--- src/rtl/riscv_pkg.sv ---
// Shared fetch-path types and helpers for the C-extension span sequencer and the
// instruction aligner.
package riscv_pkg;

    typedef enum logic [1:0] {
        HOLDOFF   = 2'd0,
        RUN       = 2'd1,
        SPAN_WAIT = 2'd2
    } span_state_e;

    localparam int FetchLatency = 2;
    localparam int ParcelW      = 16;

    // A parcel whose low two bits are not 2'b11 is a 16-bit compressed instruction.
    function automatic logic is_compressed_parcel(input logic [ParcelW-1:0] parcel);
        return parcel[1:0] != 2'b11;
    endfunction

endpackage

--- src/rtl/fetch_holdoff_timer.sv ---
// Reloadable down-counter that measures the fetch latency after a redirect;
// o_zero marks the last holdoff cycle.
module fetch_holdoff_timer #(
    parameter int FETCH_LATENCY = 2
) (
    input  logic i_clk,
    input  logic i_rst,
    input  logic i_load,
    input  logic i_dec,
    output logic o_zero
);

    localparam int W = (FETCH_LATENCY > 1) ? $clog2(FETCH_LATENCY) : 1;
    localparam logic [W-1:0] ReloadVal = W'(FETCH_LATENCY - 1);

    logic [W-1:0] r_cnt;

    always_ff @(posedge i_clk or posedge i_rst) begin
        if (i_rst) begin
            r_cnt <= ReloadVal;
        end else if (i_load) begin
            r_cnt <= ReloadVal;
        end else if (i_dec && (r_cnt != '0)) begin
            r_cnt <= r_cnt - 1'b1;
        end
    end

    assign o_zero = (r_cnt == '0);

endmodule

--- src/rtl/c_ext_span_sequencer.sv ---
// IF-stage sequencer for 32-bit instructions straddling a fetch-word boundary.
// Optional span-stall counter enabled by defining FROST_SPAN_PERF_CNT_EN.
module c_ext_span_sequencer
    import riscv_pkg::*;
#(
    parameter int XLEN          = 32,
    parameter int FETCH_LATENCY = FetchLatency,
    parameter int CNT_W         = 32
) (
    input  logic             i_clk,
    input  logic             i_rst,
    input  logic             i_stall,
    input  logic             i_flush,
    input  logic             i_flush_target_hw,
    input  logic             i_fetch_valid,
    input  logic [31:0]      i_fetch_word,
    input  logic             i_pc_reg_hw,
    output logic [31:0]      o_instr,
    output logic             o_instr_valid,
    output logic             o_is_compressed,
    output logic             o_is_32bit_spanning,
    output logic             o_spanning_wait_for_fetch,
    output logic             o_spanning_in_progress,
    output logic             o_spanning_to_halfword,
    output logic             o_spanning_to_halfword_r,
    output logic             o_control_flow_to_halfword_r,
    output logic             o_any_holdoff,
    output logic [CNT_W-1:0] o_span_stall_count
);

    if (FETCH_LATENCY < 1) begin : g_bad_latency
        $error("FETCH_LATENCY must be at least 1");
    end
    if ((XLEN != 32) && (XLEN != 64)) begin : g_bad_xlen
        $error("XLEN must be 32 or 64");
    end

    span_state_e        r_state;
    span_state_e        w_next_state;
    logic [ParcelW-1:0] r_span_buf;
    logic               r_any_holdoff;
    logic               r_to_halfword_r;
    logic               r_cf_to_halfword_r;
    logic               w_timer_zero;
    logic [ParcelW-1:0] w_parcel;
    logic [31:0]        w_instr;
    logic               w_valid;
    logic               w_compressed;
    logic               w_span_start;
    logic               w_wait;
    logic               w_in_prog;
    logic               w_to_hw;

    fetch_holdoff_timer #(
        .FETCH_LATENCY(FETCH_LATENCY)
    ) u_holdoff_timer (
        .i_clk  (i_clk),
        .i_rst  (i_rst),
        .i_load (i_flush),
        .i_dec  ((r_state == HOLDOFF) && !i_stall),
        .o_zero (w_timer_zero)
    );

    assign w_parcel = i_pc_reg_hw ? i_fetch_word[31:16] : i_fetch_word[15:0];

    always_comb begin
        w_next_state = r_state;
        w_instr      = 32'b0;
        w_valid      = 1'b0;
        w_compressed = 1'b0;
        w_span_start = 1'b0;
        w_wait       = 1'b0;
        w_in_prog    = 1'b0;
        w_to_hw      = 1'b0;
        case (r_state)
            HOLDOFF: begin
                if (w_timer_zero) w_next_state = RUN;
            end
            RUN: begin
                if (i_fetch_valid) begin
                    if (is_compressed_parcel(w_parcel)) begin
                        w_instr      = {16'b0, w_parcel};
                        w_valid      = 1'b1;
                        w_compressed = 1'b1;
                    end else if (i_pc_reg_hw) begin
                        w_span_start = 1'b1;
                        w_next_state = SPAN_WAIT;
                    end else begin
                        w_instr = i_fetch_word;
                        w_valid = 1'b1;
                    end
                end
            end
            SPAN_WAIT: begin
                if (i_fetch_valid) begin
                    w_instr      = {i_fetch_word[15:0], r_span_buf};
                    w_valid      = 1'b1;
                    w_in_prog    = 1'b1;
                    w_to_hw      = 1'b1;
                    w_next_state = RUN;
                end else begin
                    w_wait = 1'b1;
                end
            end
            default: w_next_state = HOLDOFF;
        endcase
        // A redirect squashes everything decoded this cycle.
        if (i_flush) begin
            w_next_state = HOLDOFF;
            w_instr      = 32'b0;
            w_valid      = 1'b0;
            w_compressed = 1'b0;
            w_span_start = 1'b0;
            w_wait       = 1'b0;
            w_in_prog    = 1'b0;
            w_to_hw      = 1'b0;
        end
    end

    always_ff @(posedge i_clk or posedge i_rst) begin
        if (i_rst) begin
            r_state            <= HOLDOFF;
            r_span_buf         <= '0;
            r_any_holdoff      <= 1'b1;
            r_to_halfword_r    <= 1'b0;
            r_cf_to_halfword_r <= 1'b0;
        end else if (i_flush) begin
            r_state            <= HOLDOFF;
            r_span_buf         <= '0;
            r_any_holdoff      <= 1'b1;
            r_to_halfword_r    <= 1'b0;
            r_cf_to_halfword_r <= i_flush_target_hw;
        end else if (!i_stall) begin
            r_state         <= w_next_state;
            r_any_holdoff   <= (w_next_state == HOLDOFF);
            r_to_halfword_r <= w_to_hw;
            if (w_span_start) r_span_buf <= i_fetch_word[31:16];
            if ((r_state == RUN) && w_valid) r_cf_to_halfword_r <= 1'b0;
        end
    end

    assign o_instr                      = w_instr;
    assign o_instr_valid                = w_valid;
    assign o_is_compressed              = w_compressed;
    assign o_is_32bit_spanning          = w_span_start;
    assign o_spanning_wait_for_fetch    = w_wait;
    assign o_spanning_in_progress       = w_in_prog;
    assign o_spanning_to_halfword       = w_to_hw;
    assign o_spanning_to_halfword_r     = r_to_halfword_r;
    assign o_control_flow_to_halfword_r = r_cf_to_halfword_r;
    assign o_any_holdoff                = r_any_holdoff;

`ifdef FROST_SPAN_PERF_CNT_EN
    logic [CNT_W-1:0] r_span_stall_cnt;

    // Saturating; only reset clears it so software can sample it at leisure.
    always_ff @(posedge i_clk or posedge i_rst) begin
        if (i_rst) begin
            r_span_stall_cnt <= '0;
        end else if (w_wait && !i_stall && (r_span_stall_cnt != '1)) begin
            r_span_stall_cnt <= r_span_stall_cnt + 1'b1;
        end
    end

    assign o_span_stall_count = r_span_stall_cnt;
`else
    assign o_span_stall_count = '0;
`endif

endmodule

--- config.mk ---
export PLATFORM = sky130hd
export DESIGN_NAME = c_ext_span_sequencer
export DESIGN_NICKNAME = d
export VERILOG_FILES = /design/src/rtl/riscv_pkg.sv /design/src/rtl/fetch_holdoff_timer.sv /design/src/rtl/c_ext_span_sequencer.sv
export SDC_FILE = /design/constraint.sdc
export NUM_CORES = 1
export LEC_CHECK = 0
export ABC_AREA = 1
export CORE_MARGIN = 2
export CORE_UTILIZATION = 30
export CTS_CLUSTER_SIZE = 30
export DETAILED_ROUTE_END_ITERATION = 12
export PLACE_DENSITY = 0.73
export SKIP_CTS_REPAIR_TIMING = 1
export SYNTH_ARGS = -nofsm -noshare
export SYNTH_HDL_FRONTEND = slang
export SYNTH_SLANG_ARGS = --single-unit
--- constraint.sdc ---
create_clock -name i_clk -period 3.1 [get_ports i_clk]
set_input_delay 0.775 -clock i_clk [delete_from_list [all_inputs] [get_ports i_clk]]
set_output_delay 0.775 -clock i_clk [all_outputs]
set_load 0.005 [all_outputs]
==> results of run 1 <==
==> layer usage <==
metal  vias to the layer above  GRT usage
met1                      1065      0.196
met3                        13     0.0227
li1                       1085          -
met4                         0     0.0753
met5                         -          0
met2                        94      0.291
==> registers in the layout, indices dropped and copies added, names as in the netlist <==
register / flops
o_any_holdoff: 1
o_control_flow_to_halfword_r: 1
r_span_buf: 16
r_state: 2
u_holdoff_timer.r_cnt: 1
o_spanning_to_halfword_r: 1
==> power by group through the flow <==
stage / logic (mW) / clock network (mW) / registers (mW)
after floorplan: 0.103 / 0 / 0.303
after global placement: 0.176 / 0 / 0.304
after detailed placement: 0.177 / 0 / 0.304
after CTS: 0.178 / 0.270 / 0.298
after global routing: 0.198 / 0.291 / 0.299
final: 0.182 / 0.267 / 0.298
==> worst max-delay path: cells and delay by family <==
kind,cells,cell delay (ps)
and+or+nand+nor,1,70
buffers and inverters,4,1220
AOI/OAI and AO/OA,1,160
==> cells in the final DEF, fill, tap and decap left out, drive strengths merged <==
master,synthesis,final
nand4,1,1
buf,46,31
dfrtp,20,20
clkbuf,2,3
nor2,28,28
a31oi,14,14
ha,4,4
inv,11,11
dfstp,2,2
dlymetal6s2s,0,33
nand2,84,84
bufinv,0,1
a22oi,16,16
nand3,48,48
a21oi,6,6
nor3,2,2
clkdlybuf4s50,0,46
conb,1,32
and3,1,1
==> logic make-up after synthesis <==
| kind of cell | synth area share |
|---|---|
| AOI/OAI and AO/OA | 0.139 |
| other | 0.00181 |
| buffers and inverters | 0.189 |
| and+or+nand+nor | 0.378 |
| adders and majority gates | 0.0242 |
| DFF | 0.268 |
==> stage by stage <==
| stage | cells | TNS [ps] | cell area (sq um) |
|---|---|---|---|
| after floorplan | 317 | 0 | 2180 |
| after global placement | 456 | -7980 | 2960 |
| after detailed placement | 456 | -8750 | 2960 |
| after CTS | 460 | -9180 | 3030 |
| after global routing | 463 | 0 | 3150 |
| final | 463 | 0 | 3150 |
==> path summary, 6_finish.rpt <==
path                            slack (ps)                  start  cells past startpoint                     to
worst min register to register         470  u_holdoff_timer.r_cnt                      2  u_holdoff_timer.r_cnt
worst max register to register        1110             r_state[1]                      9          r_span_buf[3]
max in group asynchronous             1620                  i_rst                      2          r_span_buf[1]
min in group asynchronous              970                  i_rst                      2         r_span_buf[13]
worst min-delay path                   470  u_holdoff_timer.r_cnt                      2  u_holdoff_timer.r_cnt
worst max-delay path                    80                i_flush                      6          o_instr_valid
==> layout make-up <==
cell class	instances	area [sq um]	share of cell area
well taps	80	100	0.0318
clock inverters	1	30.0	0.00954
clock buffers	3	41.3	0.0131
flip-flops and latches	22	553	0.176
multi-input cells	236	1250	0.396
repair buffers	110	1130	0.360
inverters	11	43.8	0.0139
==> impl_results.md, run 1 <==
* Slew headroom at 0.449
* Final Hold Vio Count at 0
* 1st-pass router iterations at 4
* Sequential element share of the synthesized area at 0.268
* CP dominant cell by count: clkdlybuf4s50_1
* Final Cycle Share at 0.973
* Crit path DAT at 2240 ps
* First-pass GRT wire length at 10100 um
* Outcome: finished clean
* Initial antenna violation count at 0
* Pre-CTS setup slack at -292 ps
* IO buf count at 79
* Worst setup margin at 82.3 ps
* Seq cells post-synth at 22
* Warnings, synthesis at 0
* Filler instances at 646
* Layout area overhead at 52.4%
* Worst slew pin tran at 826 ps
* N_diodes at 0
* # nets final at 427
* Starting density of the core at 0.308
* Skew final at 4.38 ps
* Utilization after layout at 0.469
* Crit path max-delay cell type: clkdlybuf4s50_1
* Library cells used by synthesis at 28
* Final hold slack at 474 ps
* F_max at 331 MHz
* CTS Root Cell: clkbuf_8
* Die ar. at 0.00757 sq mm
* Clock sink count at 22
* Largest net degree at the start of global routing at 23
* Routed wl met3 at 347 um
* Crit path capture type: output port
* Syn Area/Cell at 7.23 sq um
* Crit path time final at 3020 ps
* DIE WIDTH at 87.0 um
* Total power at 0.747 mW
* Met2 wire length at 3360 um
* Row count at 30
* Share of cells above drive strength 1 at 0.193
* Core box area at 0.00672 sq mm
* Die height at 87.0 um
* Synth Cell Area at 0.00207 sq mm
* Setup Crit Path Kind: input pin to output port
* WP data required at 2320 ps
* Gr usage total at 0.165
* WL/cell at 14.0 um
* Post-synth top flop: dfrtp_1
* Worst Setup Start Kind: input pin
* Synth Instances at 286
* Grt total ovfl at 0
* CTS buffer count at 3
* Most common cell in the netlist: nand2_1
* P_leak at 1.90 nW
* Crit-path cells: clkdlybuf4s50_1, inv_2, nand2_1, buf_4, a21oi_1, clkdlybuf4s50_1
* ANT nets after route at 0
* Clock Latency Late Sink at 260 ps
* Comb pwr share at 0.243
* Vias per Instance at 4.87
* Int Pwr at 0.551 mW
* Clk slew on worst S/H paths at 80 ps
* DRC viols at 0
* Crit-path max cell delay at 530 ps
* # setup viols final at 0
* Sequential group share of total power at 0.400
* CTS HTree Levels at 1
* Synth async-reset ratio at 1.00
* Power per cell area at 237 mW/mm^2
* HPWL Detailed at 4980 um
* CTS tree: built
* Clock network power share at 0.357
* Switching part of the total at 0.262
* DR iter-0 viols at 166
* Post-synth EDFFs at 0
* Drt total wl at 6480 um
* Met1 WL at 2620 um
* IR Drop Worst-Case VDD at 179 uV
* DR vias at 2257
* Vias in the first global route at 2218
* Max-slew violations at 0
* Most common library cells after synthesis: 76 x nand2_1, 47 x nand3_1, 37 x buf_4
* RSZ-0062 raised after global routing: false
* CP max FO at 11
* Routability congestion estimate at 0.990
* Max Cap Viol at 0
* Switching Power at 0.196 mW
* Max Buffers Root-to-Sink at 2
* Area contributors post-synth: dfrtp_1 24%, nand2_1 14%, buf_4 13%
* Worst hold path class: flip-flop to flip-flop
* Io pins at 112
* Area leader, netlist: dfrtp_1
* DR top layer: met4
* Top-area cell type share of the netlist area at 0.242
No activity file was read; power rests on OpenSTA's default activity.
==> inputs of run 2 (changes only) <==
- ABC_CLOCK_PERIOD_IN_PS: not set -> 3100
- MAX_ROUTING_LAYER: not set -> met4
==> impl_results.md, run 2 (synthesized netlist as in run 1, its figures left out) <==
* Hold Crit Depth at 2 (unchanged)
* Crit path time final at 3020 ps (-1.77 ps)
* Layout Cells excl Fill at 463 (unchanged)
* Inst Count DP at 456 (unchanged)
* Skew final at 3.63 ps (-0.747 ps)
* CP max FO at 11 (unchanged)
* Total power at 0.746 mW (-0.17%)
* Worst Setup SP: i_flush
* DIE WIDTH at 87.0 um (unchanged)
* Family with the most delay on the worst path: buffers and inverters
* Worst R2R End: r_span_buf[13]
* Commonest non-fill, non-tap cells in the layout: 76 x nand2_1, 47 x nand3_1, 46 x clkdlybuf4s50_1
* FF+latch area at 553 sq um (unchanged)
* IO buf count at 79 (unchanged)
* Worst R2R Path Depth at 9 (unchanged)
* CTS buffer count at 3 (unchanged)
* CTS Root Cell: clkbuf_8
* Grt total ovfl at 0 (unchanged)
* Starting density of the core at 0.308 (unchanged)
* HPWL Detailed at 4980 um (unchanged)
* CTS HTree Levels at 1 (unchanged)
* Final Cycle Share at 0.973 (about the same)
* Worst hold path class: flip-flop to flip-flop
* Drt total wl at 6410 um (-1.0%)
* Filler instances at 646 (unchanged)
* Routability congestion estimate at 1.01 (+1.9%)
* R2R setup slack at 1110 ps (about the same)
* Critical path depth at 6 (unchanged)
* Reg2Reg Launch Point: r_state[1]
* Area taken by multi-input logic gates at 0.00125 sq mm (unchanged)
* Share of cells above drive strength 1 at 0.193 (unchanged)
* CP dominant cell by count: clkdlybuf4s50_1
* # setup viols final at 0 (unchanged)
* DR vias at 2293 (+1.6%)
* P_leak at 1.90 nW (unchanged)
* Crit path DAT at 2240 ps (about the same)
* Core box area at 0.00672 sq mm (unchanged)
* Vias in the first global route at 2214 (-0.18%)
* Critical path buffers and inverters at 4 (unchanged)
* Row count at 30 (unchanged)
* Power per cell area at 237 mW/mm^2 (-0.17%)
* Worst slew pin tran at 825 ps (-1.04 ps)
* Top reg by flops: r_span_buf
* Crit path max-delay cell type: clkdlybuf4s50_1
* DRC viols at 0 (unchanged)
* Max Buffers Root-to-Sink at 2 (unchanged)
* Max FFs per register at 16 (unchanged)
* IR Drop Worst-Case VDD at 179 uV (+0.16%)
* Top flop regs: r_span_buf x16, r_state x2
* Outcome: finished clean
* First-pass GRT wire length at 10100 um (+0.35%)
* Area after DPL at 0.00296 sq mm (unchanged)
* Initial antenna violation count at 0 (unchanged)
* CP Capture Point: o_instr_valid
* Max-slew violations at 0 (unchanged)
* Crit-path cells: clkdlybuf4s50_1, inv_2, nand2_1, buf_4, a21oi_1, clkdlybuf4s50_1
* Final Hold Vio Count at 0 (unchanged)
* Io pins at 112 (unchanged)
* WP data required at 2320 ps (about the same)
* Setup Crit Path Kind: input pin to output port
* 1st-pass router iterations at 4 (unchanged)
* CTS tree: built
* Largest net degree at the start of global routing at 23 (unchanged)
* Commonest non-fill, non-tap cell in the layout: nand2_1
* Gr usage total at 0.170 (+0.00520)
* ANT nets after route at 0 (unchanged)
* Crit-path max cell delay at 530 ps (about the same)
* WL/cell at 13.8 um (-1.0%)
* # nets final at 427 (unchanged)
* RSZ-0062 raised after global routing: false
* Vias per Instance at 4.95 (+1.6%)
* Die ar. at 0.00757 sq mm (unchanged)
* Max Cap Viol at 0 (unchanged)
* Crit path capture type: output port
* Layout area overhead at 52.4% (unchanged)
* Slew headroom at 0.449 (+0.000696)
* DR iter-0 viols at 167 (+0.60%)
* Post-layout instance area at 0.00315 sq mm (unchanged)
* N_diodes at 0 (unchanged)
* Clock sink count at 22 (unchanged)
* Clock Latency Late Sink at 260 ps (about the same)
* F_max at 332 MHz (about the same)
* Worst Setup Start Kind: input pin
* Clk slew on worst S/H paths at 80 ps (about the same)
* Die height at 87.0 um (unchanged)
==> run 2: cell counts in the layout (fill, tap and decap cells not counted) <==
Identical to the previous run, type by type.
==> run 2: how the worst min path moves through the flow <==
stage,from,to,slack [ps]
2_1_floorplan,u_holdoff_timer.r_cnt,u_holdoff_timer.r_cnt,450
3_3_place_gp,u_holdoff_timer.r_cnt,u_holdoff_timer.r_cnt,460
3_5_place_dp,u_holdoff_timer.r_cnt,u_holdoff_timer.r_cnt,460
4_1_cts,u_holdoff_timer.r_cnt,u_holdoff_timer.r_cnt,470
5_1_grt,o_any_holdoff,o_any_holdoff,490
6_report,u_holdoff_timer.r_cnt,u_holdoff_timer.r_cnt,480
==> run 2: layout make-up <==
type,instances,area share
Multi-Input combinational cell,236,0.396
Timing Repair Buffer,110,0.360
Sequential cell,22,0.176
Tap cell,80,0.0318
Inverter,11,0.0139
Clock buffer,3,0.0131
Clock inverter,1,0.00954
==> run 2: stage by stage <==
stage | setup TNS, ps | utilization | hold slack, ps | worst slack, ps
after floorplan | 0 | - | 449 | 775
after global routing | 0 | 0.469 | 492 | 29.9
after CTS | -9180 | 0.452 | 474 | -299
after detailed placement | -8750 | 0.441 | 463 | -292
final | 0 | 0.469 | 477 | 84.1
after global placement | -7980 | 0.441 | 461 | -277
==> run 2: worst reg2reg max path: stages, from the launching register on <==
cell     delay (ps)
dfrtp_1         440
inv_1           120
ha_1            270
nand2_4         100
buf_4           160
nor2_4          140
nand2_4         150
nor2_4          350
nand2_1         110
nand2_1          90
==> run 2: layer usage <==
layer  share of wire  vias to the layer above  wire, um  global-route usage
met3           0.058                       17       374              0.0190
li1                -                     1088         -                   -
met5               0                        -         0                   -
met2            0.52                      109      3320               0.290
met4           0.027                        0       170              0.0753
met1            0.40                     1079      2550               0.201
==> run 2: report_power, final <==
| group | internal [mW] | switching [mW] |
|---|---|---|
| clock network | 0.173 | 0.0940 |
| registers | 0.294 | 0.00438 |
| logic | 0.0842 | 0.0964 |
